File: src/rtl/bus_transfer_ctrl.sv
// bus_transfer_ctrl: command FIFO plus sequencer driving one-hot bus out/in enables.
// Latency: out_en rises one cycle after push; in_en after HOLD_CYCLES more; done one cycle later.
// Backpressure: cmd_ready = !full; optional BUS_ENC_SEL_EN adds registered bus_sel/bus_sel_valid.
module bus_transfer_ctrl #(
    parameter int FIFO_DEPTH  = 4,
    parameter int HOLD_CYCLES = 1
) (
    input  logic        clock,
    input  logic        clear,
    input  logic        cmd_valid,
    output logic        cmd_ready,
    input  logic [4:0]  cmd_src,
    input  logic [4:0]  cmd_dst,
    output logic [19:0] out_en,
    output logic [19:0] in_en,
    output logic        busy,
    output logic        done,
    output logic        err
`ifdef BUS_ENC_SEL_EN
    ,
    output logic [4:0]  bus_sel,
    output logic        bus_sel_valid
`endif
);

    localparam int AW = $clog2(FIFO_DEPTH);

    typedef enum logic [1:0] {IDLE, DRIVE, LATCH, DONE} state_t;

    // Command FIFO: {src, dst} per entry, pointers carry an extra wrap bit.
    logic [9:0]  mem [FIFO_DEPTH];
    logic [AW:0] wr_ptr;
    logic [AW:0] rd_ptr;
    logic        empty;
    logic        full;
    logic        push;
    logic        pop;
    logic [4:0]  head_src;
    logic [4:0]  head_dst;
    logic        head_legal;

    state_t      state;
    state_t      state_nxt;
    logic [4:0]  src_q;
    logic [4:0]  dst_q;
    logic [4:0]  src_nxt;
    logic [4:0]  dst_nxt;
    logic [3:0]  cnt_q;
    logic [3:0]  cnt_nxt;
    logic [19:0] out_nxt;
    logic [19:0] in_nxt;
    logic        done_nxt;
    logic        err_nxt;

    function automatic logic [19:0] onehot(input logic [4:0] code);
        onehot = 20'd1 << code;
    endfunction

    assign empty      = (wr_ptr == rd_ptr);
    assign full       = (wr_ptr[AW] != rd_ptr[AW]) && (wr_ptr[AW-1:0] == rd_ptr[AW-1:0]);
    assign cmd_ready  = !full;
    assign push       = cmd_valid && cmd_ready;
    assign pop        = (state == IDLE) && !empty;
    assign head_src   = mem[rd_ptr[AW-1:0]][9:5];
    assign head_dst   = mem[rd_ptr[AW-1:0]][4:0];
    assign head_legal = (head_src < 5'd20) && (head_dst < 5'd20);
    assign busy       = (state != IDLE) || !empty;

    // FIFO storage write; contents need no reset since pointers gate reads.
    always_ff @(posedge clock) begin
        if (push) begin
            mem[wr_ptr[AW-1:0]] <= {cmd_src, cmd_dst};
        end
    end

    // FIFO pointer update; push and pop may coincide.
    always_ff @(posedge clock or posedge clear) begin
        if (clear) begin
            wr_ptr <= '0;
            rd_ptr <= '0;
        end else begin
            if (push) wr_ptr <= wr_ptr + 1'b1;
            if (pop)  rd_ptr <= rd_ptr + 1'b1;
        end
    end

    // State register together with the registered enables and pulses.
    always_ff @(posedge clock or posedge clear) begin
        if (clear) begin
            state  <= IDLE;
            src_q  <= '0;
            dst_q  <= '0;
            cnt_q  <= '0;
            out_en <= '0;
            in_en  <= '0;
            done   <= 1'b0;
            err    <= 1'b0;
        end else begin
            state  <= state_nxt;
            src_q  <= src_nxt;
            dst_q  <= dst_nxt;
            cnt_q  <= cnt_nxt;
            out_en <= out_nxt;
            in_en  <= in_nxt;
            done   <= done_nxt;
            err    <= err_nxt;
        end
    end

    // Next-state decision; illegal commands are dropped while staying in IDLE.
    always_comb begin
        state_nxt = state;
        case (state)
            IDLE:    if (!empty && head_legal) state_nxt = DRIVE;
            DRIVE:   if (cnt_q == 4'd0) state_nxt = LATCH;
            LATCH:   state_nxt = DONE;
            DONE:    state_nxt = IDLE;
            default: state_nxt = IDLE;
        endcase
    end

    // Next values of the registered outputs, so every enable leaves a flop.
    always_comb begin
        src_nxt  = src_q;
        dst_nxt  = dst_q;
        cnt_nxt  = cnt_q;
        out_nxt  = '0;
        in_nxt   = '0;
        done_nxt = 1'b0;
        err_nxt  = 1'b0;
        case (state)
            IDLE: begin
                if (!empty) begin
                    if (head_legal) begin
                        src_nxt = head_src;
                        dst_nxt = head_dst;
                        cnt_nxt = 4'(HOLD_CYCLES - 1);
                        out_nxt = onehot(head_src);
                    end else begin
                        err_nxt = 1'b1;
                    end
                end
            end
            DRIVE: begin
                out_nxt = onehot(src_q);
                if (cnt_q == 4'd0) begin
                    in_nxt = onehot(dst_q);
                end else begin
                    cnt_nxt = cnt_q - 4'd1;
                end
            end
            LATCH:   done_nxt = 1'b1;
            default: ;
        endcase
    end

`ifdef BUS_ENC_SEL_EN
    logic [4:0] sel_nxt;

    // Binary select follows the one-hot enable, zero whenever the bus is idle.
    always_comb begin
        sel_nxt = 5'd0;
        if (state == IDLE && !empty && head_legal) sel_nxt = head_src;
        else if (state == DRIVE)                   sel_nxt = src_q;
    end

    // Select register sits beside out_en so both change on the same edge.
    always_ff @(posedge clock or posedge clear) begin
        if (clear) bus_sel <= 5'd0;
        else       bus_sel <= sel_nxt;
    end

    assign bus_sel_valid = |out_en;
`endif

endmodule

File: config.mk
export PLATFORM = sky130hd
export DESIGN_NAME = bus_transfer_ctrl
export DESIGN_NICKNAME = d
export VERILOG_FILES = /design/src/rtl/bus_transfer_ctrl.sv
export SDC_FILE = /design/constraint.sdc
export NUM_CORES = 1
export LEC_CHECK = 0
export ABC_CLOCK_PERIOD_IN_PS = 3260
export CAP_MARGIN = 25
export CORE_AREA = 2 2 86 88
export CTS_BUF_LIST = sky130_fd_sc_hd__clkbuf_16
export DETAILED_ROUTE_END_ITERATION = 8
export DIE_AREA = 0 0 88 90
export DONT_BUFFER_PORTS = 1
export GPL_ROUTABILITY_DRIVEN = 0
export PLACE_DENSITY = 0.87
export SLEW_MARGIN = 20
export SYNTH_ARGS = -nofsm -noshare
export SYNTH_HDL_FRONTEND = slang
export SYNTH_SLANG_ARGS = --single-unit
File: constraint.sdc
create_clock -name clock -period 3.26 [get_ports clock]
set_input_delay 0.815 -clock clock [delete_from_list [all_inputs] [get_ports clock]]
set_output_delay 0.815 -clock clock [all_outputs]
set_load 0.1 [all_outputs]
Word level (Yosys, flattened, before mapping)
Memory sizes are Yosys's and may differ from the RTL's.
Cells that the tools add are included.
{"block": "word_totals", "mem_bits_rw": 40, "mem_count": 1, "out_inout_bits": 44, "input_bits": 13, "register_bits": 64, "elab_cells": 64}
{"memory": "mem", "words": 4, "word_bits": 10, "read_ports": 1, "rd_ports_with_merged_regs": 0, "wr": 1, "line_no": "31", "rtl": "logic [9:0] mem [FIFO_DEPTH];"}
{"block": "classes", "order_cmp": 2, "n_bitwise": 1, "n_addsub": 3, "muxes": 18, "eq_ne": 11, "n_shift": 3, "reduce_logical": 15}
{"operator": "20-bit 2-to-1 mux", "n": 4}
{"operator": "1-bit by 5-bit left shift with 20-bit output (first input constant)", "n": 3}
{"operator": "20-bit case mux with 2 select lines", "n": 1}
{"operator": "4-bit 2-to-1 mux", "n": 3}
{"operator": "5-bit less-than comparator (second input constant)", "n": 2}
{"operator": "2-bit != test (second input constant)", "n": 4}
{"operator": "2-bit case mux with 4 select lines", "n": 1}
{"operator": "4-bit case mux with 2 select lines", "n": 1}
{"operator": "3-bit by 1-bit adder with 3-bit output (second input constant)", "n": 2}
{"operator": "1-bit 2-to-1 mux", "n": 6}
{"operator": "1-bit logical AND", "n": 5}
{"operator": "2-bit equality test (second input constant)", "n": 2}
{"operator": "4-bit zero test", "n": 1}
{"operator": "2-bit 2-to-1 mux", "n": 2}
{"operator": "4-bit AND reduction", "n": 1}
{"operator": "2-bit nonzero test", "n": 2}
{"operator": "4-bit by 1-bit subtractor with 4-bit output (second input constant)", "n": 1}
{"operator": "3-bit equality test", "n": 1}
{"operator": "3-bit AND reduction", "n": 1}
{"operator": "2-bit by 1-bit equality test with 1-bit output (second input constant)", "n": 1}
{"operator": "2-bit equality test", "n": 1}
{"operator": "1-bit zero test", "n": 2}
{"operator": "2-bit zero test", "n": 1}
{"operator": "2-bit by 1-bit != test with 1-bit output (second input constant)", "n": 1}
{"operator": "4 further kinds", "n": 4}

Depth between registers and ports, before layout
Gate-level depths: netlist of run 1.
{"block": "logic_depth", "depth_word": 6, "depth_mapped": 9, "mapped_depth_nobuf": 7}

Least setup slack after synthesis of run 1
No wires, ideal clock.
{"block": "synth_timing", "path_type": "register to register", "startpoint": "register rd_ptr[1]", "endpoint": "register wr_ptr[2]", "setup_slack_ns": 0.627, "setup_time_ns": 0.144, "path_stages_with_launch": 6, "n_path_buf": 1, "t_arrival_ns": 2.489, "required_time_ns": 3.116, "period_less_slack_ns": 2.633, "cell_sequence": "dfrtp_1 buf_2 xnor2_1 nand3b_1 and3_1 xor2_1"}
{"block": "synth_via", "elab_chain_cells": 4}
{"item": "from (decl)", "line_no": "33", "rtl": "logic [AW:0] rd_ptr;"}
{"item": "from (signal assigned)", "line_no": "83", "rtl": "if (pop) rd_ptr <= rd_ptr + 1'b1;"}
{"item": "2-bit equality test", "line_no": "60", "rtl": "assign full = (wr_ptr[AW] != rd_ptr[AW]) && (wr_ptr[AW-1:0] == rd_ptr[AW-1:0]);"}
{"item": "1-bit logical AND", "line_no": "60"}
{"item": "1-bit zero test", "line_no": "61", "rtl": "assign cmd_ready = !full;"}
{"item": "via cmd_ready", "line_no": "11", "rtl": "output logic cmd_ready,"}
{"item": "1-bit logical AND", "line_no": "62", "rtl": "assign push = cmd_valid && cmd_ready;"}
{"item": "to (signal assigned)", "line_no": "82", "rtl": "if (push) wr_ptr <= wr_ptr + 1'b1;"}
{"item": "to (decl)", "line_no": "32", "rtl": "logic [AW:0] wr_ptr;"}
The timed path passes the listed nets, and every way through them passes these cells.
A chain may end at the register's enable or synchronous reset.

Worst setup path in the final report of run 1
{"block": "layout_timing", "startpoint": "register rd_ptr[0]", "endpoint": "register out_en[0]"}
{"block": "layout_via", "elab_chain_cells": 6}
{"item": "memory 4 x 10 bit"}
{"item": "5-bit less-than comparator", "line_no": "66", "rtl": "assign head_legal = (head_src < 5'd20) && (head_dst < 5'd20);"}
{"item": "1-bit logical AND", "line_no": "66"}
{"item": "20-bit 2-to-1 mux", "line_no": "134", "rtl": "if (head_legal) begin"}
{"item": "20-bit 2-to-1 mux (*)", "line_no": "133", "rtl": "if (!empty) begin"}
{"item": "20-bit case mux with 2 select lines (*)", "line_no": "131", "rtl": "case (state)"}
{"item": "via out_nxt[0]", "line_no": "50", "rtl": "logic [19:0] out_nxt;"}
{"item": "to (signal assigned)", "line_no": "103", "rtl": "out_en <= out_nxt;"}
{"item": "to (decl)", "line_no": "14", "rtl": "output logic [19:0] out_en,"}
Mark *: on every way through the listed nets, which the timed path passes. The rest lies on a longest branch.

==> metrics.md, run 1 <==
| Metric | Value |
|---|---|
| Status | completed |
| Antenna violations before repair | 0 |
| Worst Max-Slew Pin Slew | roughly 900 ps |
| Largest net degree at the start of global routing | 46 |
| Post-CTS Setup Bufs | 0 |
| Fmax | 0.341 GHz |
| Worst setup EP type | register |
| Max_cap viols | 0 |
| Lkg Pwr | 0.00188 uW |
| P_int | 2730 uW |
| Number of distinct library cells after synthesis | 42 |
| CP dominant cell by count | or3_1 |
| Port bufs | 0 |
| Worst EP required | approximately 3500 ps |
| CP arrival | 3180 ps |
| TritonCTS buffer count | 9 |
| Max incr delay on CP | 670 ps |
| Total GRT Usage | 19.9% |
| Peak supply drop | roughly 470 uV |
| Vias | 2377 |
| Gate power share | 29.2% |
| Total negative setup slack | 0 ps |
| Final Cycle Share | 89.9% |
| Rel. slew slack | 39.7% |
| Synth area leader | dfrtp_1 |
| Total power draw | roughly 4600 uW |
| TritonCTS clock tree | built |
| Area Growth Syn to Fin | 8.87% |
| Vias in the first global route | approximately 2300 |
| Sequential share of power | roughly half |
| Utilization after layout | 65.2% |
| Area share of the largest cell type after synthesis | a little under two fifths |
| Crit start category | register |
| Final #Nets | about 320 |
| Switching part of the total | between 40% and 50% |
| Full die area | 7920 sq um |
| Synth Flop Type | dfrtp_1 |
| Hold Fails Final Rpt | 0 |
| Max FO, Critical Path | 10 |
| Diode count | 0 |
| Asr flop ratio synth | ~60% |
| Register area share after synthesis | 66.6% |
| Syn Area/Cell | ~14 sq um |
| Syn Inst Count | between 200 and 300 |
| Worst skew pair latency | between 300 and 400 ps |
| Ports | 57 |
| Initial core utilization | 59.9% |
| Htree depth | 3 |
| Syn Nets | 320 |
| CTS root buf | clkbuf_16 |
| Hold-fix buffers at CTS | 0 |
| Number of synthesized flops with an enable pin | 40 |
| Max Buffers Root-to-Sink | 2 |
| Synth Cell Area | 4210 sq um |
| Sw power | ~1900 uW |
| CP max stage cell | dfrtp_1 |
| Final WL | around 7300 um |
| Clock power frac | 21.6% |
| Layout cells sized above 1 | between 10% and 20% |
| FILL cells | around 480 |
| YS warnings | 0 |
| Vias/cell | 5.87 |
| Hold Crit Class | register to register |
| Average wire per standard cell | roughly 18 um |
| Final slew viol count | 0 |
| Top post-synthesis cells by area | dfrtp_1, edfxtp_1, nand2_1 |
| Clock transition at path regs | roughly 60 ps |
| Post-CTS resize count | 0 |
| RSZ-0062 raised after global routing | no |
| Crit path cell chain | mux4_2, o21a_1, or3_1, or3_1, o22ai_2 |
| Rows | 31 |
| Critical path type | register to register |
| #FFs+latches synth | ~100 |
| Grt ovf | 0 |
| Core ar. | 7020 sq um |
| Setup violators final | 0 |
| Clock skew | 6.91 ps |
| DP HPWL | 4870 um |
| Final min period | ~2900 ps |
| First-pass GRT wire length | roughly 12000 um |
| Initial DRC count | 207 |
| Antenna viol nets, final | 0 |
| First-pass iteration count of the detailed router | 5 |
| Number of remaining DRC errors | 0 |
| Die Ht | ~90 um |
| Clock Sinks | 104 |
| Die extent in x | around 90 um |
| Pwr per Cell Area | 1010 nW/um^2 |
## synth_stat cells (3+ instances only)
master	instances
ha_1	9
mux2_2	4
mux4_2	5
nand3b_1	11
xnor2_1	5
edfxtp_1	40
nor2_1	25
o22ai_2	6
inv_1	10
nand3_1	4
nand2b_1	5
o22ai_1	9
or3_1	7
or3b_2	3
buf_6	3
clkbuf_1	5
nand2_1	37
o32ai_1	3
mux4_1	5
dfrtp_1	64
and3_1	5
nor3_1	5
## flip-flops by register name, indices dropped and copies added (netlist names)
signal  flops
in_en      20
out_en     20
state       2
done        1
mem        40
src_q       5
err         1
rd_ptr      3
dst_q       5
wr_ptr      3
cnt_q       4
## final timing paths
path                            slack, ps  depth (start not counted)             startpoint               endpoint
worst max-delay path                  330                          5  rd_ptr[0]$_DFFE_PP0P_    out_en[0]$_DFF_PP0_
worst min-delay path                  510                          1  rd_ptr[2]$_DFFE_PP0P_  rd_ptr[2]$_DFFE_PP0P_
worst max register to register        330                          5  rd_ptr[0]$_DFFE_PP0P_    out_en[0]$_DFF_PP0_
worst min register to register        510                          1  rd_ptr[2]$_DFFE_PP0P_  rd_ptr[2]$_DFFE_PP0P_
max in group asynchronous            1930                          2                  clear    in_en[14]$_DFF_PP0_
min in group asynchronous             550                          1                  clear   out_en[17]$_DFF_PP0_
## layout make-up
class / count / area (sq um) / area share (%)
sequential: 104 / 2800 / 61.2
multi-input combinational: 172 / 1290 / 28.3
clock buffer: 10 / 250 / 5.47
tap: 99 / 124 / 2.71
timing repair buffer: 5 / 37.5 / 0.820
inverter: 10 / 37.5 / 0.820
clock inverter: 5 / 31.3 / 0.683
## stage by stage
| stage | area [sq um] | hold WS [ps] | std cells | setup WS [ps] |
|---|---|---|---|---|
| after floorplan | 4210 | 462 | 298 | 627 |
| after global placement | 4300 | 477 | 390 | 388 |
| after detailed placement | 4300 | 506 | 390 | 333 |
| after CTS | 4580 | 514 | 405 | 306 |
| after global routing | 4580 | 527 | 405 | 135 |
| final | 4580 | 512 | 405 | 330 |
## worst max-delay path: cells and delay by family, from the launching register on
| kind | cells | cell delay, ps |
|---|---|---|
| AOI/OAI and AO/OA | 2 | 440 |
| DFF | 1 | 670 |
| muxes | 1 | 660 |
| and+or+nand+nor | 2 | 1070 |
## layout by cell type (no fill, tap or decap), types with 5 or more instances in the layout
cell type and count:
nor3_1 5, mux4_2 5, xnor2_1 5, nor2_1 25, o22ai_2 6, and3_1 5
or3_1 7, nand3b_1 11, dfrtp_1 64, mux4_1 5, nand2_1 37, o22ai_1 9
edfxtp_1 40, nand2b_1 5, buf_4 5, ha_1 9, clkbuf_16 10, inv_1 9
## cell families after synthesis
| group | after synthesis | share of synthesized area (%) |
|---|---|---|
| adders and majority gates | 9 | 2.68 |
| DFF | 104 | 66.6 |
| muxes | 14 | 6.87 |
| and+or+nand+nor | 109 | 12.9 |
| buffers and inverters | 22 | 2.56 |
| xor gates and xnor gates | 7 | 1.46 |
| AOI/OAI and AO/OA | 33 | 6.93 |
## power by group through the flow
stage                     Sequential (uW)  Combinational (uW)  Clock (uW)
final                                2270                1350        1000
after global routing                 2300                1480        1080
after CTS                            2270                1350        1010
after detailed placement             2290                1330           0
after global placement               2280                1280           0
after floorplan                      2150                1190           0
## metal layers
metal  vias up  track usage (%)  share of wire [%]
met4         0             8.46                1.7
met5         -                0                  0
met1      1203             26.1                 41
met2        80             31.5                 52
li1       1084                -                  -
met3        10             5.05                5.5
(Power assumes the default switching activity.)
==> inputs of run 2 (changes only) <==
--- a/config.mk
+++ b/config.mk
@@ -5,15 +5,16 @@
 export SDC_FILE = /design/constraint.sdc
 export NUM_CORES = 1
 export LEC_CHECK = 0
-export ABC_CLOCK_PERIOD_IN_PS = 3260
+export ABC_CLOCK_PERIOD_IN_PS = 2400
 export CAP_MARGIN = 25
-export CORE_AREA = 2 2 86 88
+export CORE_AREA = 2 2 90 92
 export CTS_BUF_LIST = sky130_fd_sc_hd__clkbuf_16
 export DETAILED_ROUTE_END_ITERATION = 8
-export DIE_AREA = 0 0 88 90
+export DIE_AREA = 0 0 92 94
 export DONT_BUFFER_PORTS = 1
 export GPL_ROUTABILITY_DRIVEN = 0
-export PLACE_DENSITY = 0.87
+export PLACE_DENSITY = 0.84
+export RECOVER_POWER = 50
 export SLEW_MARGIN = 20
 export SYNTH_ARGS = -nofsm -noshare
 export SYNTH_HDL_FRONTEND = slang
==> constraint.sdc (replaced) <==
create_clock -name clock -period 2.4 [get_ports clock]
set_input_delay 0.6 -clock clock [delete_from_list [all_inputs] [get_ports clock]]
set_output_delay 0.6 -clock clock [all_outputs]
set_load 0.1 [all_outputs]
==> run 2 against run 1 <==
Worst setup slack worse by 300 ps. Clock-buffer cell count fell by 1. Flip-flop and latch count is the same. Sequential share of layout area down 6.1 points. Via count up 8.9%. Non-clock buffer count rose by 64. Sequential power rose by 11%. Fmax up 24%. Largest power group is now combinational logic.
==> metrics.md, run 2 (synthesized netlist as in run 1, its figures left out) <==
| Metric | Value |
|---|---|
| Die extent in x | 92 um |
| Initial DRC count | approximately 110 |
| Diode count | 0 |
| Final Cycle Share | 98.9% |
| Fmax | 0.422 GHz |
| Lkg Pwr | about 0.0022 uW |
| Crit start category | register |
| Total power draw | ~6700 uW |
| Status | completed |
| Final #Nets | 388 |
| Final min period | 2370 ps |
| Hold-fix buffers at CTS | 0 |
| FILL cells | around 550 |
| Worst EP required | roughly 2700 ps |
| Max_cap viols | 0 |
| Full die area | about 8600 sq um |
| Ports | 57 |
| Average wire per standard cell | between 15 and 20 um |
| Antenna violations before repair | 0 |
| Pwr per Cell Area | 1320 nW/um^2 |
| CTS root buf | clkbuf_16 |
| Multi-input gate area | 1370 sq um |
| Critical path type | register to register |
| Core ar. | 7610 sq um |
| Commonest non-fill, non-tap cell in the layout | dfrtp_1 |
| Rows | 32 |
| Layout cells sized above 1 | between 30% and 40% |
| Setup violators final | 0 |
| TritonCTS clock tree | built |
| Hold Fails Final Rpt | 0 |
| Post-Layout Cell Count | 473 |
| Vias/cell | between 5 and 6 |
| Worst setup EP type | register |
| Hold Crit Class | input pin to register |
| Max Buffers Root-to-Sink | 2 |
| FF-to-FF Start | rd_ptr[0]$_DFFE_PP0P_ |
| Most frequent cells in the layout | dfrtp_1, buf_4, edfxtp_1 |
| CP arrival | 2650 ps |
| Total negative setup slack | 0 ps |
| Area post-placement | 4780 sq um |
| DP HPWL | 5020 um |
| CP max stage cell | mux4_2 |
| Placed insts | 451 |
| Initial core utilization | ~55% |
| Port bufs | 0 |
| Final WL | ~7700 um |
| Final Cell Area | between 5000 and 6000 sq um |
| Grt ovf | 0 |
| FF/Latch Area | roughly 2800 sq um |
| Vias in the first global route | 2423 |
| First-pass iteration count of the detailed router | 4 |
| Final slew viol count | 0 |
| Rel. slew slack | 27.2% |
| Max reg flops | 40 |
| Htree depth | 3 |
| First-pass GRT wire length | approximately 12000 um |
| Die Ht | 94 um |
| Clock skew | 6.13 ps |
| Largest net degree at the start of global routing | 35 |
| RSZ-0062 raised after global routing | yes |
| CP top delay family | compound AO/OA/AOI/OAI gates |
| Peak supply drop | 575 uV |
| CP dominant cell by count | buf_4 |
| Clock Sinks | roughly 100 |
| Hold_sp | cmd_src[1] |
| Clock transition at path regs | about 60 ps |
| Max FO, Critical Path | 6 |
| Area Growth Syn to Fin | 21.0% |
| Number of remaining DRC errors | 0 |
| Total GRT Usage | a little under a fifth |
| TritonCTS buffer count | 9 |
| Vias | approximately 2600 |
| Worst setup path start | rd_ptr[0]$_DFFE_PP0P_ |
| CP bufs+invs | 3 |
| Antenna viol nets, final | 0 |
| Worst skew pair latency | between 300 and 400 ps |
| Max incr delay on CP | 510 ps |
| Crit path cell chain | buf_6, mux4_2, o21a_1, buf_4, o31a_1, buf_4, nor4_2, a211o_1 |
| WHS | ~360 ps |
| Worst Max-Slew Pin Slew | 1090 ps |
-- run 2: cell count changes in the layout (fill, tap and decap cells not counted), moves of 2 or more --
cell / change
buf_4: +42
clkbuf_2: +17
buf_6: +5
and3_1: -4
and3_4: +4
inv_1: +2
o31ai_1: -2
o31ai_2: +2
xnor2_1: -2
xnor2_2: +2
-- run 2: worst reg2reg max path: stages (launching register included) --
cell	delay (ps)
dfrtp_1	420
buf_6	160
mux4_2	510
o21a_1	220
buf_4	150
o31a_1	300
buf_4	160
nor4_2	260
a211o_1	130
-- run 2: power breakdown --
group	switching, uW	leakage [uW]	internal, uW	total, uW
sequential	289	0.00122	2250	2530
clock	580	0.000138	684	1260
combinational	1820	0.000850	1120	2930
total	2680	0.00221	4050	6730
-- run 2: final timing paths --
check,endpoint,slack [ps],cells past startpoint
hold / removal,mem[0][6]$_DFFE_PP_,360,0
min in group asynchronous,in_en[11]$_DFF_PP0_,430,1
hold reg to reg,wr_ptr[2]$_DFFE_PP0P_,490,1
setup / recovery,cnt_q[3]$_DFFE_PP0P_,30,8
setup reg to reg,cnt_q[3]$_DFFE_PP0P_,30,8
max in group asynchronous,rd_ptr[1]$_DFFE_PP0P_,540,2
-- run 2: per-stage QoR --
stage,utilization [%],setup WS (ps)
2_1_floorplan,-,-51.6
3_3_place_gp,62.9,89.5
3_5_place_dp,62.9,32.9
4_1_cts,66.4,5.32
5_1_grt,66.9,-60.9
6_report,66.9,27.6
-- run 2: area by class of cell --
| class | count | area share (%) |
|---|---|---|
| Tap cell | 102 | 2.51 |
| Inverter | 10 | 0.738 |
| Clock buffer | 9 | 4.43 |
| Multi-Input combinational cell | 172 | 26.9 |
| Timing Repair Buffer | 69 | 9.71 |
| Sequential cell | 104 | 55.1 |
| Clock inverter | 7 | 0.590 |
-- run 2: what timing repair did --
item,CTS,global route
setup buffers,0,6
resized for setup,3,12
setup endpoints to repair,6,25
pin swaps,0,3
hold endpoints to repair,0,0
-- run 2: layer usage --
| layer | wire length [um] | part of all wire [%] | global-route usage (%) |
|---|---|---|---|
| met1 | 3250 | 42 | 23.2 |
| met2 | 3890 | 50 | 30.4 |
| met3 | 436 | 5.7 | 4.41 |
| met4 | 126 | 1.6 | 7.96 |
| met5 | 0 | 0 | 0 |
